==> config.mk <==
export PLATFORM = sky130hd
export DESIGN_NAME = sw_debounce
export DESIGN_NICKNAME = d
export VERILOG_FILES = /design/src/rtl/sw_debounce.sv
export SDC_FILE = /design/constraint.sdc
export NUM_CORES = 1
export LEC_CHECK = 0
export CAP_MARGIN = 0
export CORE_MARGIN = 2
export CORE_UTILIZATION = 35
export CTS_CLUSTER_DIAMETER = 40
export DETAILED_ROUTE_END_ITERATION = 8
export GPL_ROUTABILITY_DRIVEN = 0
export GPL_TIMING_DRIVEN = 0
export RECOVER_POWER = 25
export SLEW_MARGIN = 20
export SYNTH_ARGS = -nofsm -noshare
export SYNTH_HDL_FRONTEND = slang
export SYNTH_SLANG_ARGS = --single-unit
export TNS_END_PERCENT = 10
==> constraint.sdc <==
create_clock -name CLK -period 1.8 [get_ports CLK]
set_input_delay 0.54 -clock CLK [delete_from_list [all_inputs] [get_ports CLK]]
set_output_delay 0.54 -clock CLK [all_outputs]
set_load 0.05 [all_outputs]
==> src/rtl/sw_debounce.sv <==
// sw_debounce: two-flop synchroniser plus per-bit stability counter.
// Produces a clean registered switch vector, a change strobe and a busy flag.
module sw_debounce #(
    parameter int                 G_WIDTH   = 4,
    parameter int                 G_CNT_MAX = 1000,
    parameter logic [G_WIDTH-1:0] G_RST_VAL = '0
) (
    input  logic               CLK,
    input  logic               RST_N,
    input  logic [G_WIDTH-1:0] SW,
    output logic [G_WIDTH-1:0] D,
    output logic               CHG,
    output logic               BUSY
);

    localparam int CW = $clog2(G_CNT_MAX + 1);
    localparam logic [CW-1:0] CNT_LAST = CW'(G_CNT_MAX - 1);
    localparam logic [CW-1:0] CNT_ONE  = CW'(1);

    logic [G_WIDTH-1:0]         sync1_q;
    logic [G_WIDTH-1:0]         sync2_q;
    logic [G_WIDTH-1:0]         d_q;
    logic [G_WIDTH-1:0]         d_d;
    logic [G_WIDTH-1:0][CW-1:0] cnt_q;
    logic [G_WIDTH-1:0][CW-1:0] cnt_d;
    logic [G_WIDTH-1:0]         commit;
    logic                       chg_q;
    logic                       chg_d;

    // Two-stage synchroniser; SW is only ever seen through sync2_q.
    always_ff @(posedge CLK or negedge RST_N) begin
        if (!RST_N) begin
            sync1_q <= G_RST_VAL;
            sync2_q <= G_RST_VAL;
        end else begin
            sync1_q <= SW;
            sync2_q <= sync1_q;
        end
    end

    // Per-bit qualification: count consecutive disagreeing samples,
    // restart on any agreement, commit on the last count.
    always_comb begin
        d_d    = d_q;
        cnt_d  = cnt_q;
        commit = '0;
        for (int i = 0; i < G_WIDTH; i++) begin
            if (sync2_q[i] == d_q[i]) begin
                cnt_d[i] = '0;
            end else if (cnt_q[i] == CNT_LAST) begin
                d_d[i]    = sync2_q[i];
                cnt_d[i]  = '0;
                commit[i] = 1'b1;
            end else begin
                cnt_d[i] = cnt_q[i] + CNT_ONE;
            end
        end
        chg_d = |commit;
    end

    // Debounced vector, counters and change strobe registers.
    always_ff @(posedge CLK or negedge RST_N) begin
        if (!RST_N) begin
            d_q   <= G_RST_VAL;
            cnt_q <= '0;
            chg_q <= 1'b0;
        end else begin
            d_q   <= d_d;
            cnt_q <= cnt_d;
            chg_q <= chg_d;
        end
    end

    assign D    = d_q;
    assign CHG  = chg_q;
    assign BUSY = |cnt_q;

endmodule

* Yosys cells after proc, flatten, opt, wreduce, memory -nomap -nowiden
Cells that the tools add are included.
** Storage, ports and cells
- Register bits after elaboration :: 53
- Output and inout port bits :: 6
- Logic and storage cells :: 49
** Cells by class
- Add/sub/neg operators :: 4
- Equality and inequality tests :: 8
- Mux-type cells :: 16
- Bitwise logic cells :: 4
- Reductions and logical operators :: 6
** Operators by type and width (count)
- $mux 10 :: 8
- $add 10x1->10 const B :: 4
- $eq 10x10->1 const B :: 4
- $reduce_or 40->1 :: 1
- $mux 1 :: 8
- $reduce_and 2->1 :: 4
- $eq 1x1->1 :: 4
- $not 1->1 :: 4
- $reduce_or 4->1 :: 1

* Logic depth before layout (Yosys ltp)
Gate-level depths: netlist (run 1).
- Depth in word-level cells :: 4
- Mapped depth :: 6
- Mapped depth without buffers :: 5

* Worst setup path after synthesis (run 1)
No wires, ideal clock.
- Path type :: register to output
- From :: reg cnt_q[22] (netlist bit)
- To :: out BUSY
- Data arrival time :: 1359 ps
- Required time :: 1260 ps
- Slack :: -99 ps
- Stages on the path, launching flop included :: 5
- Path buffers :: 0
- Path through :: dfrtp_1 -> nor4_1 -> nand4_1 -> nor2_1 -> nand4_1
** On the way
- Longest elaborated chain between the ends :: 1
** Ends and longest elaborated chain
- start, declared :: RTL line 24 : logic [G_WIDTH-1:0][CW-1:0] cnt_q;
- start signal, assigned :: RTL line 69 : cnt_q <= cnt_d;
- $reduce_or 40->1 :: RTL line 76 : assign BUSY = |cnt_q;
- end, declared :: RTL line 13 : output logic BUSY
No other way between the ends.

* Worst setup path in the final report (run 1)
- From :: reg cnt_q[25] (netlist bit)
- To :: out BUSY
Same word-level chain as after synthesis.

==> metrics.md, run 1 <==
| Metric | Value |
|---|---|
| # IOs | 12 |
| # diodes | 0 |
| Clk root buf | clkbuf_8 |
| Worst-margin pin slew | about 1.3 ns |
| Flop pwr share | between 50 and 60% |
| Fraction of the yosys area taken by sequential cells | 53.7% |
| CP top delay family | simple AND/OR/NAND/NOR gates |
| WS Path Type | reg2out |
| Syn Nets | approximately 250 |
| CTS max path bufs | 2 |
| Worst EP required | between 1 and 1.5 ns |
| # rows | 30 |
| Hold depth | 0 |
| Crit path largest cell delay | approximately 0.41 ns |
| Final setup TNS | -0.361 ns |
| Status | complete, but fails checks |
| Netlist Area Pre-Place | roughly 2500 um^2 |
| Failing checks | negative setup slack |
| Crit. path cell count | 5 |
| DR DRC count | 0 |
| Max VDD drop | about 380 uV |
| Top_reg_cell synth | dfrtp_1 |
| GRT Total Usage | between 10% and 20% |
| Worst setup EP type | primary output |
| Switching Share | 22.4% |
| Via count | around 1,700 |
| Wirelength per Cell | roughly 12 um |
| # placed instances | between 300 and 400 |
| Nets@finish | 279 |
| Slew HR | between 10% and 20% |
| Die area | 7740 um^2 |
| Largest net degree at the start of global routing | 54 |
| Unrepaired setup endpoints after global routing | true |
| Tcrit/Tclk final | 120% |
| Tmin final | around 2.2 ns |
| Clk_skew | roughly 0.0050 ns |
| CTS buffer count | 5 |
| Fillcell total | around 660 |
| First DRT Iteration DRCs | 75 |
| Cell count after synthesis | around 240 |
| Initial Util | between 30% and 40% |
| Router iterations before antenna repair | 5 |
| Worst flop-to-flop path startpoint | cnt_q[20] |
| Leak | between 1 and 1.5 nW |
| Clk slew on worst S/H paths | 0.09 ns |
| Post-Layout Cell Count | roughly 360 |
| Vias per cell | roughly 4.6 |
| H-tree depth | 2 |
| Crit-path cells | nor4_2 -> nand4_1 -> nor2_1 -> nand4_1 -> buf_6 |
| Vias in the first global route | roughly 1,600 |
| CTS tree | built |
| Reg-to-reg critical path endpoint | CHG |
| HPWL Detailed | ~3.0 mm |
| Hold Path Origin | sync1_q[3] |
| Port buffer count | 11 |
| CP max stage cell | dfrtp_1 |
| Clock power frac | 37.3% |
| First-pass GRT wire length | between 7 and 8 mm |
| Clock sinks | 53 |
| Min-delay worst type | reg2reg |
| Die W | about 88 um |
| Gate power share | under 10% |
| FF+latch count, synth | between 50 and 60 |
| FFs w/ async S/R, synth | 100% |
| Setup WS post-layout | -0.361 ns |
| WP buf/inv | 1 |
| Final hold viol count | 0 |
| Antenna-violating nets left | 0 |
| Most Frequent Cell on Critical Path | nand4_1 |
| Cell internal pwr | 1.75 mW |
| Number of flops mapped to enable cells by yosys | 0 |
| Setup crit start kind | flip-flop |
| Worst R2R Path Depth | 6 |
| Net Sw Power | 0.506 mW |
| Synthesis-to-finish area growth | 18.3% |
| Unique masters post-synth | 25 |
| P per Cell Area | between 700 and 800 nW/um^2 |
| Synth warn | 0 |
| Total gr overflow | 0 |
| Die Y | approximately 90 um |
| Routed wire length | 4.37 mm |
| Final core occ | a little over two fifths |
| Share of cells above drive strength 1 | roughly 15% |
| Final Slew Violations | 0 |
| R2R Setup Slk | approximately 0.17 ns |
| Max cap viols | 0 |
| Clock latency on the worst-skew pair | between 0.3 and 0.4 ns |
| Final setup viols | 1 |
| Core Area | roughly 6800 um^2 |
| CP max FO | 2 |
| Worst-case hold path end point | sync2_q[3] |
| Initial antenna violation count | 0 |
| Critical Path AT | around 1.6 ns |
| Post-Syn Area per Cell | 10.4 um^2 |
| Max Fclk | around 460 MHz |
## timing repair
action / 4_1_cts / 5_1_grt
setup endpoints to repair: 6 / 5
pin swaps: 3 / 2
buffers inserted: 7 / 2
hold buffers: 0 / 0
hold endpoints to repair: 0 / 0
resized for setup: 23 / 7
## placed cells by master (no fill, tap or decap), types with 4 or more instances in the layout
cell | netlist | layout
nor3_1 | 9 | 9
nand4_1 | 10 | 10
buf_4 | 2 | 11
xnor2_1 | 25 | 25
xor2_1 | 11 | 11
inv_1 | 16 | 16
dlygate4sd3_1 | 0 | 4
nand2b_1 | 4 | 4
dfrtp_1 | 53 | 50
ha_1 | 8 | 8
clkbuf_8 | 0 | 6
nor2_1 | 49 | 49
clkbuf_2 | 0 | 4
nand3_1 | 9 | 9
nand2_1 | 15 | 15
## state kept, by name, indices dropped and copies added (netlist names)
name,count
CHG,1
cnt_q,40
sync2_q,4
D,4
sync1_q,4
## area by class of cell
class,instances,area [um^2],area share [%]
clock buffer,7,86.3,2.95
inverter,16,60.1,2.05
multi-input combinational,165,1110,38.1
clock inverter,1,30.0,1.03
sequential,53,1330,45.5
buffer,4,25.0,0.856
timing repair buffer,20,158,5.39
tap,96,120,4.11
## power groups by stage
stage / Combinational (mW) / Sequential (mW) / Clock, mW
floorplan: 0.0875 / 1.27 / 0
global placement: 0.147 / 1.27 / 0
detailed placement: 0.150 / 1.27 / 0
CTS: 0.167 / 1.25 / 0.862
global route: 0.190 / 1.25 / 0.916
finish: 0.165 / 1.25 / 0.841
## worst max-delay path by stage
stage / endpoint / slack [ns] / startpoint
floorplan: BUSY / -0.08 / cnt_q[32]
global placement: sync1_q[3] / -1.45 / RST_N
detailed placement: BUSY / -0.71 / cnt_q[15]
CTS: BUSY / -0.38 / cnt_q[18]
global route: BUSY / -0.43 / cnt_q[9]
finish: BUSY / -0.36 / cnt_q[25]
## routing by layer
layer	global-route usage [%]	vias to the layer above	share of wire [%]
met5	0	-	0
met4	4.20	0	1.6
met3	3.11	8	3.4
met2	20.4	30	47
met1	17.7	802	48
li1	-	836	-
## cells in the mapped netlist, types with 4 or more instances
master,instances,area [um^2]
nor2_1,49,184
xnor2_1,25,219
nand2_1,15,56.3
inv_1,16,60.1
xor2_1,11,96.3
nand4_1,10,62.6
nand2b_1,4,25.0
dfrtp_1,53,1330
nand3_1,9,45.0
nor3_1,9,45.0
nor4_1,6,37.5
ha_1,8,100
## cells by family (layout without fill, tap and decap cells)
logic type	count (synthesis)	after routing	share of synthesized area [%]
AND/OR/NAND/NOR	115	115	23.2
AO/OA/AOI/OAI	2	2	0.709
XOR/XNOR	36	36	12.8
buffers and inverters	20	48	3.44
adder cells (fa/ha/maj)	8	8	4.05
flip-flops	53	53	53.7
multiplexers	4	4	2.13
## worst reg2reg max path: stages, from the launching register on
cell      delay (ns)
dfrtp_1         0.36
buf_4           0.13
ha_1            0.25
inv_1           0.06
or3_4           0.41
o22a_1          0.23
o221ai_1        0.10
## per-stage QoR
stage	power [mW]	setup WS [ns]	area (um^2)	hold WS (ns)
after floorplan	1.35	-0.0796	2470	0.244
after global placement	1.42	-1.45	2700	0.333
after detailed placement	1.42	-0.713	2700	0.335
after CTS	2.28	-0.379	2920	0.287
after global routing	2.36	-0.434	2920	0.368
final	2.25	-0.361	2920	0.355
(Power assumes the default switching activity.)
==> run 2, diff against run 1 <==
- clock period: 1.8 -> 2.29 ns (I/O delays scaled with it)
==> run 2 against run 1 <==
  * The run still ends with negative setup slack left
  * Via count decreased by 3.0%
  * Hold slack about the same
  * Combinational power decreased by 24%
  * Power decreased by 25%
  * Register-to-register slack improved by 0.49 ns
  * Die area unchanged
  * Non-clock buffer count decreased by 5
  * Global-route usage decreased by 0.69 points
  * Worst setup slack improved by 0.33 ns
  * Critical endpoint unchanged
  * Count of clock-buffer cells in the layout unchanged
==> metrics.md, run 2 (synthesis results as in run 1) <==
| Metric | Value |
|---|---|
| Status | complete, but fails checks (unchanged) |
| Failing checks | negative setup slack (unchanged) |
| Number of flip-flops in the largest register | 40 (unchanged) |
| Initial Util | 36.4% (unchanged) |
| Wirelength per Cell | 12.0 um (was 12.1 um) |
| Die area | 7740 um^2 (unchanged) |
| HPWL Detailed | 2.90 mm (was 3.01 mm) |
| Max Fclk | 431 MHz |
| CTS buffer count | 5 (unchanged) |
| H-tree depth | 2 (unchanged) |
| Tcrit/Tclk final | 101% |
| Min-delay worst type | reg2reg (unchanged) |
| Vias per cell | 4.55 (was 4.63) |
| Final hold viol count | 0 (unchanged) |
| First-pass GRT wire length | 7.27 mm (was 7.69 mm) |
| Top reg by flops | cnt_q (unchanged) |
| Core Area | 6790 um^2 (unchanged) |
| Hold_ws | 0.355 ns (about the same) |
| P per Cell Area | 581 nW/um^2 (was 771 nW/um^2) |
| CP max stage cell | dfrtp_2 (was dfrtp_1) |
| Clk slew on worst S/H paths | 0.09 ns (about the same) |
| Setup crit start kind | flip-flop (unchanged) |
| Crit-path cells | nor4_4 -> nand4_1 -> nor2_1 -> nand4_1 -> buf_6 (was nor4_2 -> nand4_1 -> nor2_1 -> nand4_1 -> buf_6) |
| Via count | 1,626 (was 1,676) |
| Clock sinks | 53 (unchanged) |
| Share of cells above drive strength 1 | 12.6% (was 15.0%) |
| Initial antenna violation count | 0 (unchanged) |
| CTS max path bufs | 2 (unchanged) |
| Hold depth | 0 (unchanged) |
| Final setup viols | 1 (unchanged) |
| Worst setup EP type | primary output (unchanged) |
| Port buffer count | 11 (unchanged) |
| Routed wire length | 4.27 mm (was 4.37 mm) |
| Critical Path AT | 1.63 ns (was 1.62 ns) |
| Slew HR | 12.8% (was 14.4%) |
| Clk root buf | clkbuf_8 (unchanged) |
| Final Slew Violations | 0 (unchanged) |
| Nets@finish | 274 (was 279) |
| Worst R2R Path Depth | 5 (was 6) |
| Clk_skew | 0.00597 ns (was 0.00497 ns) |
| Router iterations before antenna repair | 4 (was 5) |
| # diodes | 0 (unchanged) |
| GRT Total Usage | 12.3% (was 13.0%) |
| CTS tree | built (unchanged) |
| # IOs | 12 (unchanged) |
| Final core occ | 42.6% (was 43.0%) |
| CP max FO | 2 (unchanged) |
| First DRT Iteration DRCs | 56 (was 75) |
| Max cap viols | 0 (unchanged) |
| Crit path largest cell delay | 0.44 ns (was 0.41 ns) |
| Vias in the first global route | 1,529 (was 1,632) |
| Worst-margin pin slew | 1.31 ns (was 1.28 ns) |
| # rows | 30 (unchanged) |
| Antenna-violating nets left | 0 (unchanged) |
| Tmin final | about 2.3 ns |
| Most frequent cells in the layout | dfrtp_1, nor2_1, xnor2_1 (unchanged) |
| Die W | 88.0 um (unchanged) |
| Synthesis-to-finish area growth | 17.1% (was 18.3%) |
| Total gr overflow | 0 (unchanged) |
| Fillcell total | 646 (was 657) |
| Most Frequent Cell on Critical Path | nand4_1 (unchanged) |
| Design area | 2890 um^2 (was 2920 um^2) |
| Max VDD drop | 323 uV (was 378 uV) |
| Leak | 1.24 nW (was 1.26 nW) |
| DR DRC count | 0 (unchanged) |
| Unrepaired setup endpoints after global routing | true (unchanged) |
| Worst EP required | 1.60 ns (was 1.26 ns) |
| WS Path Type | reg2out (unchanged) |
| Largest net degree at the start of global routing | 54 (unchanged) |
| Hold_buf cts | 0 (unchanged) |
| Clock latency on the worst-skew pair | 0.31 ns (about the same) |
| Placed inst area | 2700 um^2 (unchanged) |
| Setup WS post-layout | -0.0282 ns (was -0.361 ns) |
| Die Y | 88.0 um (unchanged) |
==> run 2: cell type report <==
class	count	area (um^2)	area share (%)
flip-flops and latches	53	1330	46.0
multi-input cells	165	1120	38.6
repair buffers	15	139	4.80
well taps	96	120	4.15
clock buffers	7	96.3	3.33
inverters	16	60.1	2.08
plain buffers	4	25.0	0.865
clock inverters	1	5.00	0.173
==> run 2: critical path: cells and delay by family, from the launching register on <==
kind / cells / cell delay (ns)
buffers and inverters: 1 / 0.18
flip-flops: 1 / 0.44
AND/OR/NAND/NOR: 4 / 0.70
==> run 2: timing repair <==
item | CTS | global route
endpoints found under the setup margin | 1 | 2
gates resized for setup | 16 | 4
pin swaps | 3 | 1
buffers inserted | 3 | 1
cloned | 0 | 0
==> run 2: metal layers <==
layer / vias up / part of all wire, % / track usage [%]
li1: 825 / - / -
met1: 774 / 49 / 16.9
met2: 19 / 47 / 18.9
met3: 8 / 2.7 / 2.64
met4: 0 / 1.7 / 5.03
met5: - / 0 / 0
==> run 2: path summary, 6_finish.rpt <==
| kind | slack (ns) | end | startpoint |
|---|---|---|---|
| min | 0.35 | sync2_q[1] | sync1_q[1] |
| max reg2reg | 0.66 | D[2] | cnt_q[20] |
| min in group asynchronous | 0.65 | cnt_q[17] | RST_N |
| min reg2reg | 0.35 | sync2_q[1] | sync1_q[1] |
| max in group asynchronous | 0.75 | cnt_q[22] | RST_N |
| max | -0.03 | BUSY | cnt_q[18] |
==> run 2: power breakdown <==
| part | total, mW | switching (mW) | internal, mW |
|---|---|---|---|
| clock network | 0.576 | 0.302 | 0.274 |
| logic | 0.125 | 0.0710 | 0.0540 |
| registers | 0.981 | 0.0214 | 0.959 |
| total | 1.68 | 0.395 | 1.29 |
==> run 2: metrics by stage <==
step	worst slack [ns]	cells	TNS [ns]	total power, mW
4_1_cts	-0.0551	356	-0.0551	1.70
2_1_floorplan	0.244	238	0	1.06
3_3_place_gp	-1.10	345	-58.40	1.12
6_report	-0.0282	357	-0.0282	1.68
3_5_place_dp	-0.375	345	-0.375	1.12
5_1_grt	-0.0983	357	-0.0983	1.76
